### src/rtl/pport_nibble_rx.sv
// pport_nibble_rx: parallel-port byte receiver that splits each byte into a low/high nibble pair and queues them.
// Revision 1.0 - initial release
`default_nettype none

module pport_nibble_rx #(
  parameter int FIFO_DEPTH = 8,
  parameter int STB_FILTER = 4,
  parameter int ACK_CYCLES = 16
) (
  input  logic       clk,
  input  logic       reset,
  input  logic [7:0] pp_data,
  input  logic       pp_strobe_n,
  input  logic       remote_ack,
  input  logic       overrun_clr,
  output logic       pp_ack_n,
  output logic       pp_busy,
  output logic [3:0] remote_d,
  output logic       remote_data_ready,
  output logic       overrun
);

  localparam int           AW      = $clog2(FIFO_DEPTH);
  localparam logic [3:0]   FILT_N  = 4'(STB_FILTER);
  localparam logic [7:0]   ACK_N   = 8'(ACK_CYCLES);
  localparam logic [AW:0]  OCC_MAX = (AW+1)'(FIFO_DEPTH - 2);

  typedef enum logic [2:0] {
    IDLE      = 3'd0,
    FILTER    = 3'd1,
    PUSH      = 3'd2,
    ACK       = 3'd3,
    WAIT_HIGH = 3'd4
  } state_t;

  state_t        state_q, state_d;
  logic          stb_meta_q, stb_q;
  logic [7:0]    data_meta_q, data_q;
  logic [3:0]    cnt_q, cnt_d;
  logic [7:0]    ackcnt_q, ackcnt_d;
  logic [AW:0]   wptr_q, wptr_d, rptr_q, rptr_d;
  logic [3:0]    mem_q [FIFO_DEPTH];
  logic [3:0]    rd_q, head_d;
  logic          rdy_q, ovr_q;

  logic          push, drop, pop, room, empty;
  logic [AW:0]   occ;
  logic [AW-1:0] widx0, widx1, hidx;

  assign occ   = wptr_q - rptr_q;
  assign room  = (occ <= OCC_MAX);
  assign empty = (wptr_q == rptr_q);
  assign widx0 = wptr_q[AW-1:0];
  assign widx1 = widx0 + AW'(1);

  always_comb begin
    state_d  = state_q;
    cnt_d    = cnt_q;
    ackcnt_d = ackcnt_q;
    push     = 1'b0;
    drop     = 1'b0;
    case (state_q)
      IDLE: begin
        if (!stb_q) begin
          state_d = FILTER;
          cnt_d   = 4'd1;
        end
      end
      FILTER: begin
        if (stb_q)               state_d = IDLE;
        else if (cnt_q == FILT_N) state_d = PUSH;
        else                     cnt_d   = cnt_q + 4'd1;
      end
      PUSH: begin
        // Free-space test uses pre-pop occupancy, so a same-cycle pop never rescues a byte.
        push     = room;
        drop     = !room;
        ackcnt_d = ACK_N;
        state_d  = ACK;
      end
      ACK: begin
        ackcnt_d = ackcnt_q - 8'd1;
        if (ackcnt_q == 8'd1) state_d = WAIT_HIGH;
      end
      WAIT_HIGH: begin
        if (stb_q) state_d = IDLE;
      end
      default: state_d = IDLE;
    endcase

    pop    = remote_ack && !empty;
    wptr_d = push ? wptr_q + (AW+1)'(2) : wptr_q;
    rptr_d = rptr_q + (AW+1)'(pop);

    // Head may be a slot being written this same cycle.
    hidx   = rptr_d[AW-1:0];
    head_d = mem_q[hidx];
    if (push && hidx == widx0)      head_d = data_q[3:0];
    else if (push && hidx == widx1) head_d = data_q[7:4];
  end

  always_ff @(posedge clk) begin
    if (reset) begin
      stb_meta_q  <= 1'b1;
      stb_q       <= 1'b1;
      data_meta_q <= 8'h00;
      data_q      <= 8'h00;
      state_q     <= IDLE;
      cnt_q       <= 4'd0;
      ackcnt_q    <= 8'd0;
      wptr_q      <= '0;
      rptr_q      <= '0;
      rd_q        <= 4'h0;
      rdy_q       <= 1'b0;
      ovr_q       <= 1'b0;
    end else begin
      stb_meta_q  <= pp_strobe_n;
      stb_q       <= stb_meta_q;
      data_meta_q <= pp_data;
      data_q      <= data_meta_q;
      state_q     <= state_d;
      cnt_q       <= cnt_d;
      ackcnt_q    <= ackcnt_d;
      wptr_q      <= wptr_d;
      rptr_q      <= rptr_d;
      rd_q        <= head_d;
      rdy_q       <= (wptr_d != rptr_d);
      if (drop)             ovr_q <= 1'b1;
      else if (overrun_clr) ovr_q <= 1'b0;
    end
  end

  always_ff @(posedge clk) begin
    if (push) begin
      mem_q[widx0] <= data_q[3:0];
      mem_q[widx1] <= data_q[7:4];
    end
  end

  assign pp_ack_n          = (state_q != ACK);
  assign pp_busy           = (state_q != IDLE) || !room;
  assign remote_d          = rd_q;
  assign remote_data_ready = rdy_q;
  assign overrun           = ovr_q;

endmodule

`default_nettype wire

### config.mk
export PLATFORM = sky130hd
export DESIGN_NAME = pport_nibble_rx
export DESIGN_NICKNAME = d
export VERILOG_FILES = /design/src/rtl/pport_nibble_rx.sv
export SDC_FILE = /design/constraint.sdc
export NUM_CORES = 1
export LEC_CHECK = 0
export CAP_MARGIN = 20
export CORE_MARGIN = 5
export CORE_UTILIZATION = 59
export DETAILED_ROUTE_END_ITERATION = 16
export GPL_TIMING_DRIVEN = 0
export HOLD_SLACK_MARGIN = 0.08
export PLACE_DENSITY_LB_ADDON = 0.15
export SLEW_MARGIN = 20
export SYNTH_ARGS = -nofsm -noshare
export SYNTH_HDL_FRONTEND = slang
export SYNTH_SLANG_ARGS = --single-unit
### constraint.sdc
create_clock -name clk -period 3 [get_ports clk]
set_input_delay 0.6 -clock clk [delete_from_list [all_inputs] [get_ports clk]]
set_output_delay 0.6 -clock clk [all_outputs]
set_load 0.01 [all_outputs]
==> impl_metrics.tcl <==
set metrics [dict create \
    place.gp.congestion 0.7961 \
    ys_warn_count 0 \
    via_count 2203 \
    ys_top_cells_by_count "dfxtp_1 (46), edfxtp_1 (32), nor2_1 (27)" \
    slowest_delay_ns 0.40 \
    powerDensity_nw_per_um2 478.5 \
    fin_area_um2 3985 \
    crit_start "rptr_q[2]" \
    cts_buffers 9 \
    die_x_um 86.80 \
    vdd_drop_max_uv 322.9 \
    placed_area_um2 3774 \
    coreArea_um2 5816 \
    nets 350 \
    final_hold_viol_count 0 \
    path_buf_inv 2 \
    die_h_um 86.80 \
    maxSlewHeadroom 0.6257 \
    start_util 0.5983 \
    ys_ff_latch 78 \
    avgViaCountPerCell 5.467 \
    cts.htree.levels 3 \
    r2r_cells 7 \
    drive_above_1_share 0.1616 \
    fin_crit_sh 0.9508 \
    startpoint_type "register" \
    clkSlewWorstSetupHoldPaths_ns 0.08 \
    hold_slack_ns 0.4397 \
    syn-num-nets 319 \
    min_from "data_meta_q[4]" \
    dp_slack_ns -0.1374 \
    cts_root_buf "clkbuf_8" \
    synth-simple-area-share 0.1381 \
    reg2reg_slack_ns 0.57 \
    yosysSeqAreaShare 0.5408 \
    synth_area_per_cell_um2 11.92 \
    clockBufferDepth 2 \
    synth_most_common_cell "dfxtp_1" \
    fp.dieArea_um2 7533 \
    cts.sinks 78 \
    wirelength_um 5939 \
    drc 0 \
    maxCapViolations 0 \
    cp.required_ns 2.40 \
    synthFlopType "dfxtp_1" \
    synth_adder_area_share 0.05250 \
    cp-end-kind "primary output" \
    regToRegStartpoint "rptr_q[0]" \
    antenna_left 0 \
    tightest_slew_ns 0.5614 \
    drtPass1Iterations 4 \
    hold_class "reg -> reg" \
    grt_pass1_wl_um 10320 \
    whs_endpoint "data_q[4]" \
    track_usage 0.1800 \
    fp-row-count 28 \
    area_growth_syn_to_layout_pct 14.53 \
    finalMaxSlewViolations 0 \
    antenna_cells 0 \
    critPathSlowestCell "or4_1" \
    r2r-end "remote_d[1]" \
    syn_inst 292 \
    hold_depth 1 \
    post-dp-hpwl_um 4421 \
    ys_top_cells_by_area "edfxtp_1 (28%), dfxtp_1 (26%), ha_1 (4.7%), mux2_1 (3.9%), mux4_2 (3.9%)" \
    crit_chain "inv_1 -> ha_4 -> a21oi_2 -> and3_2 -> o21ai_2 -> or4_1 -> dlygate4sd2_1" \
    cts-hold-fix-buffers 0 \
    yosysTopAreaCell "edfxtp_1" \
    grt_max_degree 15 \
    synth_async_sr_flop_share 0 \
    synth_edf_count 32 \
    grt_pass1_vias 2192 \
    io_buffers 20 \
    min_period_ns 2.852 \
    synth-compound-area-share 0.06688 \
    arrival_ns 2.25 \
    path_delay_family "simple AND/OR/NAND/NOR gates" \
    num_io_pins 21 \
    status "finished clean" \
    antenna_found_initial 0 \
    grt-ovfl-total 0 \
    synth_area_um2 3480 \
    drt_iter0_markers 85 \
    setup_viol 0 \
    crit_fanout 4 \
    cts_tree "built" \
    post_synth_mux_area_share 0.1158 \
    final.setup.worst_slack_ns 0.1476 \
    insertion_delay_ns 0.34 \
    synth_xor_area_frac 0.05574 \
    ys_types 53 \
    leakagePower_nw 1.576 \
    cts_setup_buffers 0 \
    synth_top_family_by_area "simple AND/OR/NAND/NOR gates" \
    final.setup.tns_ns 0 \
    fmax_ghz 0.3506 \
    post_drt_wl_per_cell_um 14.74 \
    finClkSkew_ns 0.007933 \
    synth_top_cell_area_share 0.2762 \
    worstSetupPathType "reg -> out" \
]
[registers in the layout, indices dropped and copies added (netlist names)]
register / count
overrun: 1
remote_data_ready: 1
rptr_q: 4
mem_q: 32
cnt_q: 4
wptr_q: 3
ackcnt_q: 8
remote_d: 4
data_q: 8
data_meta_q: 8
state_q: 3
stb_meta_q: 1
stb_q: 1
[stage by stage]
| stage | std cells | utilization | power, mW |
|---|---|---|---|
| after floorplan | 292 | - | 1.186 |
| after global placement | 387 | 0.6489 | 1.218 |
| after detailed placement | 387 | 0.6489 | 1.220 |
| after CTS | 403 | 0.6816 | 1.931 |
| after global routing | 403 | 0.6852 | 1.996 |
| final | 403 | 0.6852 | 1.907 |
[routing by layer]
| layer | vias to the layer above | track usage | wire length (µm) |
|---|---|---|---|
| met2 | 48 | 0.2926 | 2891 |
| li1 | 1089 | - | - |
| met4 | 0 | 0.07365 | 108 |
| met3 | 10 | 0.04943 | 273 |
| met1 | 1056 | 0.2264 | 2665 |
| met5 | - | 0 | 0 |
[cells by family after synthesis]
family          Yosys count
compound gates           34
xor+xnor                 20
fa+ha+maj                14
buf+inv                  26
flops                    78
mux                      30
simple gates             90
[area by class of cell]
cell class	instances	area (µm²)
sequential	78	1889
fill	453	1831
multi-input combinational	188	1516
timing repair buffer	20	198.9
clock buffer	10	137.6
tap	75	93.84
inverter	15	56.30
buffer	11	48.80
clock inverter	6	43.79
[worst max-delay path by stage]
stage | endpoint | cells past startpoint
global placement | remote_d[1] | 8
CTS | pp_busy | 7
finish | pp_busy | 7
floorplan | remote_d[0] | 7
detailed placement | remote_d[1] | 8
global route | pp_busy | 7
[cell usage in the layout (no fill, tap or decap), types with 3 or more instances in the layout]
master / Yosys / routed
dfxtp_1: 46 / 42
edfxtp_1: 32 / 32
nor2_1: 27 / 27
nor2b_1: 20 / 20
clkdlybuf4s50_1: 0 / 19
inv_1: 15 / 15
mux2_1: 12 / 12
ha_1: 13 / 12
xnor2_1: 11 / 11
nand2_1: 10 / 10
clkbuf_8: 0 / 10
xor2_1: 8 / 8
a21oi_1: 10 / 8
nor3_1: 7 / 7
a211oi_1: 7 / 7
clkbuf_1: 6 / 6
mux2_2: 6 / 6
mux4_2: 6 / 6
mux2i_1: 5 / 5
nand2b_1: 4 / 4
buf_2: 3 / 3
a21oi_2: 1 / 3
nand2_2: 3 / 3
dfxtp_2: 0 / 3
[timing repair]
item | 4_1_cts | 5_1_grt
endpoints found under the setup margin | 1 | 1
resized for setup | 6 | 5
pin swaps | 0 | 1
[worst reg2reg max path, stage by stage, from the launching register on]
cell      delay, ns
dfxtp_1        0.36
and2_1         0.18
ha_1           0.27
clkbuf_1       0.35
buf_2          0.36
mux4_2         0.56
mux2i_1        0.14
a211oi_1       0.09
[power breakdown]
part | internal [mW] | leakage (nW) | switching, mW
Combinational | 0.0393 | 0.809 | 0.0307
Clock | 0.328 | 0.0947 | 0.386
Sequential | 1.11 | 0.672 | 0.0107
Total | 1.48 | 1.58 | 0.427
Note: power is estimated with default switching activity, not from simulation.
